$ cat src/rtl/cpu31_pkg.sv
// Shared encodings for the 31-instruction MIPS core: opcode/funct values,
// the NOP word and the registered immediate-extender control bundle.
package cpu31_pkg;

    localparam logic [5:0] OP_RTYPE = 6'h00;
    localparam logic [5:0] OP_J     = 6'h02;
    localparam logic [5:0] OP_JAL   = 6'h03;
    localparam logic [5:0] OP_BEQ   = 6'h04;
    localparam logic [5:0] OP_BNE   = 6'h05;
    localparam logic [5:0] OP_ADDI  = 6'h08;
    localparam logic [5:0] OP_ADDIU = 6'h09;
    localparam logic [5:0] OP_SLTI  = 6'h0A;
    localparam logic [5:0] OP_SLTIU = 6'h0B;
    localparam logic [5:0] OP_ANDI  = 6'h0C;
    localparam logic [5:0] OP_ORI   = 6'h0D;
    localparam logic [5:0] OP_XORI  = 6'h0E;
    localparam logic [5:0] OP_LUI   = 6'h0F;
    localparam logic [5:0] OP_LW    = 6'h23;
    localparam logic [5:0] OP_SW    = 6'h2B;

    localparam logic [5:0] FN_SLL  = 6'h00;
    localparam logic [5:0] FN_SRL  = 6'h02;
    localparam logic [5:0] FN_SRA  = 6'h03;
    localparam logic [5:0] FN_SLLV = 6'h04;
    localparam logic [5:0] FN_SRLV = 6'h06;
    localparam logic [5:0] FN_SRAV = 6'h07;
    localparam logic [5:0] FN_JR   = 6'h08;
    localparam logic [5:0] FN_ADD  = 6'h20;
    localparam logic [5:0] FN_ADDU = 6'h21;
    localparam logic [5:0] FN_SUB  = 6'h22;
    localparam logic [5:0] FN_SUBU = 6'h23;
    localparam logic [5:0] FN_AND  = 6'h24;
    localparam logic [5:0] FN_OR   = 6'h25;
    localparam logic [5:0] FN_XOR  = 6'h26;
    localparam logic [5:0] FN_NOR  = 6'h27;
    localparam logic [5:0] FN_SLT  = 6'h2A;
    localparam logic [5:0] FN_SLTU = 6'h2B;

    // sll $0,$0,0
    localparam logic [31:0] NOP_WORD = 32'h0000_0000;

    typedef struct packed {
        logic [15:0] imm16;
        logic        imm_sext;
        logic        imm_sel;
        logic [4:0]  shamt;
        logic        illegal;
    } id_ctrl_t;

    localparam id_ctrl_t CTRL_CLEAR = '0;

    function automatic logic is_branch(input logic [5:0] opcode);
        return (opcode == OP_BEQ) || (opcode == OP_BNE);
    endfunction

endpackage

$ cat src/rtl/id_imm_stage_if.sv
// IF -> ID handshake and ID -> extender control bundle.
// Optional macro ID_BR_OFFSET18_EN adds the br_off18 field.
interface id_imm_stage_if #(
    parameter int PC_W = 32
);
    logic            stall;
    logic            flush;
    logic            if_valid;
    logic [31:0]     if_instr;
    logic [PC_W-1:0] if_pc;

    logic            id_valid;
    logic [31:0]     id_instr;
    logic [PC_W-1:0] id_pc;
    logic [15:0]     imm16;
    logic            imm_sext;
    logic            imm_sel;
    logic [4:0]      shamt;
    logic            illegal;
`ifdef ID_BR_OFFSET18_EN
    logic [17:0]     br_off18;

    modport master (
        output stall, flush, if_valid, if_instr, if_pc,
        input  id_valid, id_instr, id_pc, imm16, imm_sext, imm_sel, shamt, illegal, br_off18
    );
    modport slave (
        input  stall, flush, if_valid, if_instr, if_pc,
        output id_valid, id_instr, id_pc, imm16, imm_sext, imm_sel, shamt, illegal, br_off18
    );
`else
    modport master (
        output stall, flush, if_valid, if_instr, if_pc,
        input  id_valid, id_instr, id_pc, imm16, imm_sext, imm_sel, shamt, illegal
    );
    modport slave (
        input  stall, flush, if_valid, if_instr, if_pc,
        output id_valid, id_instr, id_pc, imm16, imm_sext, imm_sel, shamt, illegal
    );
`endif
endinterface

$ cat src/rtl/imm_decode.sv
// Combinational opcode/funct decode into immediate-extender controls.
// Unsupported encodings raise illegal_o with both extender controls low.
module imm_decode
    import cpu31_pkg::*;
(
    input  logic [5:0] opcode_i,
    input  logic [5:0] funct_i,
    output logic       imm_sext_o,
    output logic       imm_sel_o,
    output logic       is_shift_o,
    output logic       illegal_o
);

    always_comb begin
        // NOTE: every output gets a default first so no path through the case infers a latch.
        imm_sext_o = 1'b0;
        imm_sel_o  = 1'b0;
        is_shift_o = 1'b0;
        illegal_o  = 1'b0;
        case (opcode_i)
            OP_ADDI, OP_ADDIU, OP_SLTI, OP_SLTIU, OP_LW, OP_SW: begin
                imm_sext_o = 1'b1;
                imm_sel_o  = 1'b1;
            end
            // Branch offsets are sign-extended but never feed ALU operand B.
            OP_BEQ, OP_BNE: imm_sext_o = 1'b1;
            OP_ANDI, OP_ORI, OP_XORI, OP_LUI: imm_sel_o = 1'b1;
            OP_J, OP_JAL: ;
            OP_RTYPE: begin
                case (funct_i)
                    FN_SLL, FN_SRL, FN_SRA: is_shift_o = 1'b1;
                    FN_SLLV, FN_SRLV, FN_SRAV, FN_JR,
                    FN_ADD, FN_ADDU, FN_SUB, FN_SUBU,
                    FN_AND, FN_OR, FN_XOR, FN_NOR,
                    FN_SLT, FN_SLTU: ;
                    default: illegal_o = 1'b1;
                endcase
            end
            default: illegal_o = 1'b1;
        endcase
    end

endmodule

$ cat src/rtl/id_imm_stage.sv
// IF/ID pipeline register with registered immediate-extender controls.
// Optional macro ID_BR_OFFSET18_EN adds a registered 18-bit branch offset.
module id_imm_stage
    import cpu31_pkg::*;
#(
    parameter int          PC_W      = 32,
    parameter logic [31:0] NOP_INSTR = NOP_WORD
) (
    input  logic             clk,
    input  logic             rst,
    id_imm_stage_if.slave    bus
);

    logic            valid_q, valid_d;
    logic [31:0]     instr_q, instr_d;
    logic [PC_W-1:0] pc_q, pc_d;
    id_ctrl_t        ctrl_q, ctrl_d;

    logic dec_sext, dec_sel, dec_shift, dec_illegal;

    // Decode is taken from the IF word so the controls register alongside it.
    imm_decode u_imm_decode (
        .opcode_i   (bus.if_instr[31:26]),
        .funct_i    (bus.if_instr[5:0]),
        .imm_sext_o (dec_sext),
        .imm_sel_o  (dec_sel),
        .is_shift_o (dec_shift),
        .illegal_o  (dec_illegal)
    );

`ifdef ID_BR_OFFSET18_EN
    logic [17:0] br_off18_q, br_off18_d;
`endif

    always_comb begin
        valid_d = valid_q;
        instr_d = instr_q;
        pc_d    = pc_q;
        ctrl_d  = ctrl_q;
`ifdef ID_BR_OFFSET18_EN
        br_off18_d = br_off18_q;
`endif
        if (bus.flush) begin
            valid_d = 1'b0;
            instr_d = NOP_INSTR;
            pc_d    = '0;
            ctrl_d  = CTRL_CLEAR;
`ifdef ID_BR_OFFSET18_EN
            br_off18_d = '0;
`endif
        end else if (!bus.stall) begin
            pc_d = bus.if_pc;
            if (bus.if_valid) begin
                valid_d          = 1'b1;
                instr_d          = bus.if_instr;
                ctrl_d.imm16     = bus.if_instr[15:0];
                ctrl_d.imm_sext  = dec_sext;
                ctrl_d.imm_sel   = dec_sel;
                ctrl_d.shamt     = dec_shift ? bus.if_instr[10:6] : 5'd0;
                ctrl_d.illegal   = dec_illegal;
`ifdef ID_BR_OFFSET18_EN
                br_off18_d = is_branch(bus.if_instr[31:26]) ? {bus.if_instr[15:0], 2'b00} : 18'd0;
`endif
            end else begin
                // Bubble keeps the PC for debug visibility but clears everything else.
                valid_d = 1'b0;
                instr_d = NOP_INSTR;
                ctrl_d  = CTRL_CLEAR;
`ifdef ID_BR_OFFSET18_EN
                br_off18_d = '0;
`endif
            end
        end
    end

    always_ff @(posedge clk) begin
        // NOTE: state registers use non-blocking assignments so every flop samples pre-edge values.
        if (rst) begin
            valid_q <= 1'b0;
            instr_q <= NOP_INSTR;
            pc_q    <= '0;
            ctrl_q  <= CTRL_CLEAR;
`ifdef ID_BR_OFFSET18_EN
            br_off18_q <= '0;
`endif
        end else begin
            valid_q <= valid_d;
            instr_q <= instr_d;
            pc_q    <= pc_d;
            ctrl_q  <= ctrl_d;
`ifdef ID_BR_OFFSET18_EN
            br_off18_q <= br_off18_d;
`endif
        end
    end

    assign bus.id_valid = valid_q;
    assign bus.id_instr = instr_q;
    assign bus.id_pc    = pc_q;
    assign bus.imm16    = ctrl_q.imm16;
    assign bus.imm_sext = ctrl_q.imm_sext;
    assign bus.imm_sel  = ctrl_q.imm_sel;
    assign bus.shamt    = ctrl_q.shamt;
    assign bus.illegal  = ctrl_q.illegal;
`ifdef ID_BR_OFFSET18_EN
    assign bus.br_off18 = br_off18_q;
`endif

endmodule

$ cat src/flat_wrapper.sv
// flat-port wrapper written by rule: the top's interface ports become plain ports
module id_imm_stage_flat import cpu31_pkg::*;
#(
    parameter int          PC_W      = 32,
    parameter logic [31:0] NOP_INSTR = NOP_WORD
)
  (clk, rst, bus_stall, bus_flush, bus_if_valid, bus_if_instr, bus_if_pc, bus_id_valid, bus_id_instr, bus_id_pc, bus_imm16, bus_imm_sext, bus_imm_sel, bus_shamt, bus_illegal);
  id_imm_stage_if #(.PC_W(PC_W)) bus_i ();
  input  logic clk;
  input  logic rst;
  input wire logic [$bits(bus_i.stall)-1:0] bus_stall;
  input wire logic [$bits(bus_i.flush)-1:0] bus_flush;
  input wire logic [$bits(bus_i.if_valid)-1:0] bus_if_valid;
  input wire logic [$bits(bus_i.if_instr)-1:0] bus_if_instr;
  input wire logic [$bits(bus_i.if_pc)-1:0] bus_if_pc;
  output wire logic [$bits(bus_i.id_valid)-1:0] bus_id_valid;
  output wire logic [$bits(bus_i.id_instr)-1:0] bus_id_instr;
  output wire logic [$bits(bus_i.id_pc)-1:0] bus_id_pc;
  output wire logic [$bits(bus_i.imm16)-1:0] bus_imm16;
  output wire logic [$bits(bus_i.imm_sext)-1:0] bus_imm_sext;
  output wire logic [$bits(bus_i.imm_sel)-1:0] bus_imm_sel;
  output wire logic [$bits(bus_i.shamt)-1:0] bus_shamt;
  output wire logic [$bits(bus_i.illegal)-1:0] bus_illegal;
  assign bus_i.stall = bus_stall;
  assign bus_i.flush = bus_flush;
  assign bus_i.if_valid = bus_if_valid;
  assign bus_i.if_instr = bus_if_instr;
  assign bus_i.if_pc = bus_if_pc;
  assign bus_id_valid = bus_i.id_valid;
  assign bus_id_instr = bus_i.id_instr;
  assign bus_id_pc = bus_i.id_pc;
  assign bus_imm16 = bus_i.imm16;
  assign bus_imm_sext = bus_i.imm_sext;
  assign bus_imm_sel = bus_i.imm_sel;
  assign bus_shamt = bus_i.shamt;
  assign bus_illegal = bus_i.illegal;
  id_imm_stage #(.PC_W(PC_W), .NOP_INSTR(NOP_INSTR)) u_core (.clk(clk), .rst(rst), .bus(bus_i));
endmodule
$ cat config.mk
export PLATFORM = sky130hd
export DESIGN_NAME = id_imm_stage_flat
export DESIGN_NICKNAME = d
export VERILOG_FILES = /design/src/rtl/cpu31_pkg.sv /design/src/rtl/id_imm_stage_if.sv /design/src/rtl/imm_decode.sv /design/src/rtl/id_imm_stage.sv /design/src/flat_wrapper.sv
export SDC_FILE = /design/constraint.sdc
export NUM_CORES = 1
export LEC_CHECK = 0
export CORE_MARGIN = 2
export CORE_UTILIZATION = 34
export DETAILED_ROUTE_END_ITERATION = 10
export HOLD_SLACK_MARGIN = 0.02
export PLACE_DENSITY = 0.73
export SKIP_CTS_REPAIR_TIMING = 1
export SLEW_MARGIN = 20
export SYNTH_ARGS = -nofsm -noshare
export SYNTH_HDL_FRONTEND = slang
export SYNTH_SLANG_ARGS = --single-unit
$ cat constraint.sdc
create_clock -name clk -period 2.2 [get_ports clk]
set_input_delay 0.66 -clock clk [delete_from_list [all_inputs] [get_ports clk]]
set_output_delay 0.66 -clock clk [all_outputs]
set_load 0.01 [all_outputs]
== After elaboration in Yosys (flattened, before gate mapping) ==
Cells that the tools add are included.

* Equality and inequality tests: 30
* Mux-type cells: 10
* Reduce and logical (&&, ||, !) cells: 8

{| class="wikitable"
|+ Operator list
! operator !! count
|-
| $eq 6x6->1 const B || 12
|-
| $eq 6x4->1 const B || 9
|-
| $mux 32 || 1
|-
| $eq 6x3->1 const B || 5
|-
| $eq 6x2->1 const B || 4
|-
| $mux 24 || 1
|-
| $reduce_or 17->1 || 1
|-
| $reduce_or 14->1 || 1
|-
| $logic_not 6->1 || 2
|-
| $reduce_or 10->1 || 1
|-
| $reduce_or 8->1 || 1
|-
| $mux 1 || 6
|-
| $mux 5 || 1
|-
| $reduce_or 3->1 || 1
|-
| $pmux 1 s2 || 1
|-
| $reduce_or 2->1 || 1
|}

* Register bits after elaboration: 89
* Input bits: 69
* Output and inout bits: 89
* Word-level logic and storage cells: 56

== Longest topological paths before layout ==
Gate-level depths: netlist of run 1.

* Depth after elaboration: 6
* Mapped depth: 5
* Depth with buffers taken out: 4

== By module ==
Synthesis of run 1 repeated with hierarchy kept, for this count alone.

* Cell total of the unflattened synthesis: 329
* Area, all modules: 3040.4 um^2

{| class="wikitable"
|+ Modules (own cells, without submodules)
! module !! times used !! cells each !! area an instance (um^2)
|-
| id_imm_stage || 1 || 301 || 2875.3
|-
| imm_decode || 1 || 28 || 165.2
|}

== Worst setup path before layout of run 1 ==
Ideal clock, no wire load.

* Path kind: input to register
* Start point: input bus_if_instr[30]
* End point: register u_core.ctrl_q, in the netlist u_core.bus.illegal
* Setup time: 0.117 ns
* Data arrival time: 2.144 ns
* Slack: -0.061 ns
* Cell stages on the path: 4
* Buffers on the path: 0
* Cells stage by stage: or4_4 or4_4 a221o_2 a32o_1

* Cells in the longest elaborated chain, start to end: 4
* Elaborated cells between the ends (all ways): 18
* Those cells by class: 14 x eq/ne; 2 x mux; 2 x reduce/logical

{| class="wikitable"
|+ RTL lines
! what !! line !! text
|-
| from (decl) || flat_wrapper.sv:14 || <nowiki>input wire logic [$bits(bus_i.if_instr)-1:0] bus_if_instr;</nowiki>
|-
| $eq 6x2->1, or another cell as far along || imm_decode.sv:20 || <nowiki>case (opcode_i)</nowiki>
|-
| $reduce_or 14->1 (no source line) || - ||
|-
| $pmux 1 s2 (*) || imm_decode.sv:20 ||
|-
| $mux 24 (*) || id_imm_stage.sv:53 || <nowiki>if (bus.if_valid) begin</nowiki>
|-
| to (signal assigned) || id_imm_stage.sv:90 || <nowiki>ctrl_q <= ctrl_d;</nowiki>
|-
| to (decl) || id_imm_stage.sv:17 || <nowiki>id_ctrl_t ctrl_q, ctrl_d;</nowiki>
|}

Mark *: on every way between the ends. The rest lies on a longest branch, timed or not.
A chain may end at the register's enable or synchronous reset.

== Worst setup path in the final report of run 1 ==
* Start point: input bus_if_instr[27]
* End point: register u_core.ctrl_q, in the netlist u_core.bus.illegal

The elaborated chain is that of the path after synthesis.

==> metrics.log, run 1 <==
[metrics] result of the run: finished, final reports clean
[metrics] critical path fanouts, max: 2
[metrics] r2r startpoint: u_core.bus.imm_sext
[metrics] HPWL after DPL: 5423 µm
[metrics] number of non-filler instances in the completed layout: 535
[metrics] endpoints failing setup: 0
[metrics] Max Root-Sink Buffers: 2
[metrics] detail-routed via count per cell: 4.759
[metrics] quantity of I/O buffers inserted on ports: 157
[metrics] transition at the pin with the smallest max-transition slack: 0.6255 ns
[metrics] clock latency on the worst-skew pair: 0.34 ns
[metrics] arrival time of the worst setup path: 2.40 ns
[metrics] Core Box Area: 7807 µm²
[metrics] sequential share of power: 49.3%
[metrics] global routing met3 resource utilization: 8.828%
[metrics] Worst R2R Setup Slack: 1.49 ns
[metrics] via count of the first global-routing pass: 2454
[metrics] placed instance count: 519
[metrics] area of the multi-input gates: 1095 µm²
[metrics] delay contributed by the slowest stage of the critical path: 0.55 ns
[metrics] portion of the post-synthesis area used by sequential elements: 52.85%
[metrics] row count: 32
[metrics] synthesized net count: 351
[metrics] series of cell instances along the critical path: dlymetal6s2s_1, or4_4, or4_4, a221o_2, a32o_1
[metrics] Die Span Y: 94.18 µm
[metrics] number of filler instances in the final layout: 726
[metrics] Clock Sinks: 73
[metrics] buffer cell driving the clock tree root: sky130_fd_sc_hd__clkbuf_8
[metrics] initial standard-cell utilization of the core: 35.42%
[metrics] internal power component: 2.144 mW
[metrics] NumNets Final: 497
[metrics] Initial DRC Count: 81
[metrics] #FFs+latches synth: 73
[metrics] Power per Cell Area: 607.7 nW/µm²
[metrics] detail-routed net length per standard cell: 14.16 µm
[metrics] DIE WIDTH: 94.18 µm
[metrics] number of buffers added by the clock tree synthesis step: 9
[metrics] TritonCTS clock tree: built
[metrics] share of total power in combinational logic: 14.2%
[metrics] Max Fclk: 0.4603 GHz
[metrics] count of cells along the worst register-to-register path: 3
[metrics] count of final hold-check violations: 0
[metrics] die area: 8870 µm²
[metrics] mean cell area of the mapped netlist: 9.806 µm²
[metrics] area of the mapped netlist: 2765 µm²
[metrics] worst-case hold slack: 0.4741 ns
[metrics] number of max-slew violations in the final report: 0
[metrics] launching element type of the critical path: primary input
[metrics] pin count of the biggest net entering global routing: 68
[metrics] highest ir drop seen on vdd: 0.3384 mV
[metrics] switching power as a share of total power: 22.90%
[metrics] worst reg2reg path endpoint: u_core.bus.imm_sext
[metrics] total global-route track usage: 17.21%
[metrics] global routing usage on met2: 27.68%
[metrics] worst min path class: flip-flop to flip-flop
[metrics] end point of the critical path: u_core.bus.illegal
[metrics] worst slew margin relative to its limit: 58.30%
[metrics] final critical-path share of the clock period: 98.76%
[metrics] commonest cells after routing, fill and taps aside: sky130_fd_sc_hd__clkdlybuf4s50_1, sky130_fd_sc_hd__dfxtp_1, sky130_fd_sc_hd__nor2_1
[metrics] Most Frequent Cell on Critical Path: sky130_fd_sc_hd__or4_4
[metrics] area taken by flip-flops and latches: 1461 µm²
[metrics] Synth-to-Final Area Change: 65.52%
[metrics] Antenna Cells: 0
[metrics] wire length of the first global-routing pass: 11850 µm
[metrics] final weighted congestion of routability-driven global placement: 0.7490
[metrics] post-layout utilization of the core: 58.62%
[metrics] Via Count: 2546
[metrics] warnings from Yosys: 0
[metrics] post-synthesis cell count: 282
[metrics] Final Skew: 0 ns
[metrics] First-pass DRT Iterations: 4
[metrics] aggregate global routing overflow: 0
[metrics] GR Util met1: 20.07%
[metrics] Worst-path clk slew: 0.07 ns
[metrics] layout cells sized above 1: 9.469%
[metrics] path type of the worst setup path: primary input to flip-flop
[metrics] Crit. Startpoint: bus_if_instr[27]
[metrics] unrepaired setup endpoints after global routing: no
[metrics] leakage power: 1.777 nW
[metrics] Yosys cell types: 28
[metrics] leading cell type in the layout, fill and taps excluded: sky130_fd_sc_hd__clkdlybuf4s50_1
[metrics] most heavily used metal layer in global routing: met2
[metrics] Data required, critical path: 2.43 ns
[metrics] relative contribution of the clock network to total power: 36.5%
[metrics] Total Routed Length: 7576 µm
[metrics] category of the worst setup path capture point: flip-flop
[metrics] max_cap viols: 0
[metrics] antenna violations before repair: 0
[metrics] slowest cell on the critical path: sky130_fd_sc_hd__or4_4
[metrics] net switching power figure: 0.6371 mW
[metrics] top-level port count: 158
[metrics] H-tree levels: 3
[metrics] residual antenna-violating net count after detailed routing: 0
[metrics] DRC Markers: 0
[metrics] minimum clock period: 2.173 ns
==> critical path, delay by kind of cell <==
kind	cells	cell delay [ns]
AND/OR/NAND/NOR	2	1.09
AO/OA/AOI/OAI	2	0.52
buffers and inverters	1	0.13
==> power by group through the flow <==
stage	Clock (mW)	Combinational [mW]	Sequential, mW
floorplan	0	0.142	1.42
global placement	0	0.396	1.40
detailed placement	0	0.399	1.40
CTS	1.05	0.402	1.37
global route	1.11	0.429	1.37
finish	1.02	0.395	1.37
==> stage by stage <==
step	total power [mW]	cell area, µm²	worst slack [ns]	setup TNS [ns]
detailed placement	1.801	4385	-0.6130	-3.361
CTS	2.827	4574	-0.2522	-1.177
global placement	1.796	4385	-0.6016	-3.349
finish	2.782	4577	0.02735	0
floorplan	1.557	2765	-0.06131	-0.06131
global route	2.913	4577	0.02356	0
==> flip-flops by register name, indices dropped and copies added, names as in the netlist <==
signal and cells:
u_core.bus.imm_sext 1, u_core.bus.shamt 5, u_core.bus.imm_sel 1, u_core.bus.id_instr 17
u_core.bus.imm16 15, u_core.bus.id_valid 1, u_core.bus.id_pc 32, u_core.bus.illegal 1
==> cells in the mapped netlist <==
cell type	number	area (µm²)
sky130_fd_sc_hd__nand2_1	7	26.28
sky130_fd_sc_hd__a21oi_1	8	40.04
sky130_fd_sc_hd__buf_1	4	15.01
sky130_fd_sc_hd__nor2_1	72	270.3
sky130_fd_sc_hd__a221o_2	1	11.26
sky130_fd_sc_hd__buf_4	17	127.6
sky130_fd_sc_hd__a22oi_1	28	210.2
sky130_fd_sc_hd__mux2_2	1	11.26
sky130_fd_sc_hd__nor2b_1	1	6.260
sky130_fd_sc_hd__nor3_1	1	5.000
sky130_fd_sc_hd__nand4b_1	1	8.760
sky130_fd_sc_hd__a32o_1	6	60.06
sky130_fd_sc_hd__inv_1	2	7.510
sky130_fd_sc_hd__o21bai_1	1	7.510
sky130_fd_sc_hd__o32a_2	1	11.26
sky130_fd_sc_hd__or4_4	2	22.52
sky130_fd_sc_hd__dfxtp_1	73	1461
sky130_fd_sc_hd__a2111oi_4	1	27.53
sky130_fd_sc_hd__and2_2	1	7.510
sky130_fd_sc_hd__nand2b_1	1	6.260
sky130_fd_sc_hd__clkbuf_1	15	56.30
sky130_fd_sc_hd__or2_2	1	6.260
sky130_fd_sc_hd__a21o_2	1	8.760
sky130_fd_sc_hd__or4_2	1	8.760
sky130_fd_sc_hd__mux2i_1	32	320.3
sky130_fd_sc_hd__xor2_1	1	8.760
sky130_fd_sc_hd__buf_2	1	5.000
sky130_fd_sc_hd__o31ai_1	1	7.510
==> per-layer routing <==
layer	up-vias	wire, µm
met5	-	0
met4	0	90
met3	8	794
met2	102	3475
met1	1190	3216
li1	1246	-
==> cells by family (layout without fill, tap and decap cells) <==
family,Yosys count,count (layout),share of synthesized area (%)
compound gates,48,48,13.89
xor+xnor,1,1,0.3168
buf+inv,39,190,7.647
mux,33,33,11.99
flops,73,73,52.85
simple gates,88,88,13.30
==> layout make-up <==
type                            count  share of cell area (%)
Inverter                            2                  0.1640
Timing Repair Buffer              172                   37.07
Clock buffer                       13                   3.253
Sequential cell                    73                   31.93
Tap cell                          102                   2.788
Multi-Input combinational cell    170                   23.92
Clock inverter                      3                  0.8748
==> how the worst min path moves through the flow <==
stage | startpoint | to | slack, ns | cells after the start
floorplan | u_core.bus.illegal | u_core.bus.illegal | 0.51 | 1
global placement | u_core.bus.shamt[3] | u_core.bus.shamt[3] | 0.45 | 1
detailed placement | u_core.bus.shamt[0] | u_core.bus.shamt[0] | 0.46 | 1
CTS | u_core.bus.shamt[0] | u_core.bus.shamt[0] | 0.48 | 1
global route | u_core.bus.shamt[0] | u_core.bus.shamt[0] | 0.51 | 1
finish | u_core.bus.shamt[4] | u_core.bus.shamt[4] | 0.47 | 1
Note: power is estimated with default switching activity, not from simulation.
==> run 2: changes to the inputs <==
--- a/config.mk
+++ b/config.mk
@@ -5,7 +5,7 @@
 export SDC_FILE = /design/constraint.sdc
 export NUM_CORES = 1
 export LEC_CHECK = 0
-export CORE_MARGIN = 2
+export CORE_MARGIN = 3
 export CORE_UTILIZATION = 34
 export DETAILED_ROUTE_END_ITERATION = 10
 export HOLD_SLACK_MARGIN = 0.02
==> run 2 against run 1 <==
Effect of this change: critical endpoint is now u_core.bus.shamt[1]; first-iteration DRC count is 37% higher; register-to-register slack lost 0.04 ns; clock-buffer cell count fell by 2; via count shrank 0.51%; non-clock buffer count fell by 1; clock power is 16% higher; core utilization up 0.51 points; cell area up 0.87%.
==> metrics.log, run 2 (same netlist as run 1, synthesis figures left out) <==
[metrics] highest ir drop seen on vdd: 0.4806 mV
[metrics] First-pass DRT Iterations: 4
[metrics] max_cap viols: 0
[metrics] category of the worst setup path capture point: flip-flop
[metrics] transition at the pin with the smallest max-transition slack: 0.4088 ns
[metrics] row count: 32
[metrics] minimum clock period: 2.193 ns
[metrics] Total Routed Length: 7863 µm
[metrics] total global-route track usage: 17.23%
[metrics] NumNets Final: 496
[metrics] slowest cell on the critical path: sky130_fd_sc_hd__or4_4
[metrics] worst min path class: flip-flop to flip-flop
[metrics] residual antenna-violating net count after detailed routing: 0
[metrics] number of max-slew violations in the final report: 0
[metrics] DRC Markers: 0
[metrics] Max Fclk: 0.4560 GHz
[metrics] Initial DRC Count: 111
[metrics] clock latency on the worst-skew pair: 0.33 ns
[metrics] Data required, critical path: 2.48 ns
[metrics] buffer cell driving the clock tree root: sky130_fd_sc_hd__clkbuf_8
[metrics] aggregate global routing overflow: 0
[metrics] Max Root-Sink Buffers: 2
[metrics] detail-routed via count per cell: 4.743
[metrics] final weighted congestion of routability-driven global placement: 0.7336
[metrics] H-tree levels: 3
[metrics] series of cell instances along the critical path: buf_4, or4_4, or4_4, a2111oi_4, buf_4, a32o_1
[metrics] worst-case hold slack: 0.4769 ns
[metrics] wire length of the first global-routing pass: 12150 µm
[metrics] leakage power: 1.787 nW
[metrics] DIE WIDTH: 96.18 µm
[metrics] Final Skew: 0 ns
[metrics] result of the run: finished, final reports clean
[metrics] Power per Cell Area: 637.5 nW/µm²
[metrics] TritonCTS clock tree: built
[metrics] max reg flops: 32
[metrics] Synth-to-Final Area Change: 66.97%
[metrics] Clock Sinks: 73
[metrics] buffers and inverters on the worst path: 2
[metrics] quantity of I/O buffers inserted on ports: 157
[metrics] number of non-filler instances in the completed layout: 534
[metrics] HPWL after DPL: 5689 µm
[metrics] arrival time of the worst setup path: 2.47 ns
[metrics] met1 wire length: 3068 µm
[metrics] final worst-path setup slack: 0.006842 ns
[metrics] critical path fanouts, max: 5
[metrics] final critical-path share of the clock period: 99.69%
[metrics] Core Box Area: 7807 µm²
[metrics] detail-routed net length per standard cell: 14.72 µm
[metrics] initial standard-cell utilization of the core: 35.42%
[metrics] antenna violations before repair: 0
[metrics] count of final hold-check violations: 0
[metrics] endpoints failing setup: 0
[metrics] sum of negative setup slack: 0 ns
[metrics] met3 wire len: 876 µm
[metrics] Worst-path clk slew: 0.07 ns
[metrics] delay contributed by the slowest stage of the critical path: 0.55 ns
[metrics] leading cell type in the layout, fill and taps excluded: sky130_fd_sc_hd__clkdlybuf4s50_1
[metrics] worst setup timing slack at the placement stage: -0.6136 ns
[metrics] die area: 9251 µm²
[metrics] commonest cells after routing, fill and taps aside: sky130_fd_sc_hd__clkdlybuf4s50_1, sky130_fd_sc_hd__dfxtp_1, sky130_fd_sc_hd__nor2_1
[metrics] via count of the first global-routing pass: 2494
[metrics] number of buffers added by the clock tree synthesis step: 9
[metrics] layout cells sized above 1: 10.19%
[metrics] placed instance count: 517
[metrics] Die Span Y: 96.18 µm
[metrics] amount of wire on met2 after detailed routing: 3826 µm
[metrics] worst slew margin relative to its limit: 72.74%
[metrics] top-level port count: 158
[metrics] Antenna Cells: 0
[metrics] path type of the worst setup path: primary input to flip-flop
[metrics] Via Count: 2533
[metrics] launching element type of the critical path: primary input
[metrics] pin count of the biggest net entering global routing: 75
[metrics] top layer used by detailed routing: met4
[metrics] delay-heaviest family, CP: simple AND/OR/NAND/NOR gates
run 2: changes by cell type in the layout (fill, tap and decap cells not counted):
cell                             delta
sky130_fd_sc_hd__dlymetal6s2s_1     -1
sky130_fd_sc_hd__bufinv_16          +1
sky130_fd_sc_hd__clkbuf_1           -3
sky130_fd_sc_hd__buf_4              -1
sky130_fd_sc_hd__buf_12             +1
sky130_fd_sc_hd__clkbuf_8           +1
sky130_fd_sc_hd__clkinvlp_4         +1
run 2: where the power goes:
| group | total [mW] | switching [mW] | internal, mW | leakage, nW |
|---|---|---|---|---|
| Clock | 1.18 | 0.479 | 0.697 | 0.115 |
| Combinational | 0.396 | 0.158 | 0.238 | 1.08 |
| Sequential | 1.37 | 0.0181 | 1.35 | 0.593 |
run 2: final timing paths:
check | cells after the start | start | slack (ns) | to
setup reg to reg | 3 | u_core.bus.imm_sext | 1.45 | u_core.bus.imm_sext
setup / recovery | 6 | bus_if_instr[31] | 0.007 | u_core.bus.shamt[1]
hold reg to reg | 1 | u_core.bus.illegal | 0.48 | u_core.bus.illegal
hold / removal | 1 | u_core.bus.illegal | 0.48 | u_core.bus.illegal
run 2: metal layers:
layer  global-route usage, %  vias to the layer above
met2                   28.87                       99
met4                   5.332                        0
met1                   19.23                     1175
met3                   8.288                        9
li1                        -                     1250
met5                       0                        -
run 2: per-stage QoR:
| step | power (mW) | cell area, µm² | util [%] |
|---|---|---|---|
| 2_1_floorplan | 1.557 | 2765 | - |
| 3_3_place_gp | 1.796 | 4383 | 56.14 |
| 3_5_place_dp | 1.803 | 4383 | 56.14 |
| 4_1_cts | 2.992 | 4612 | 59.07 |
| 5_1_grt | 3.075 | 4617 | 59.13 |
| 6_report | 2.943 | 4617 | 59.13 |
run 2: cell type report:
| class | instances | area [µm²] |
|---|---|---|
| fillers | 693 | 3191 |
| repair buffers | 171 | 1697 |
| flip-flops and latches | 73 | 1461 |
| multi-input cells | 170 | 1095 |
| clock buffers | 11 | 151.4 |
| well taps | 102 | 127.6 |
| clock inverters | 5 | 77.57 |
| inverters | 2 | 7.507 |
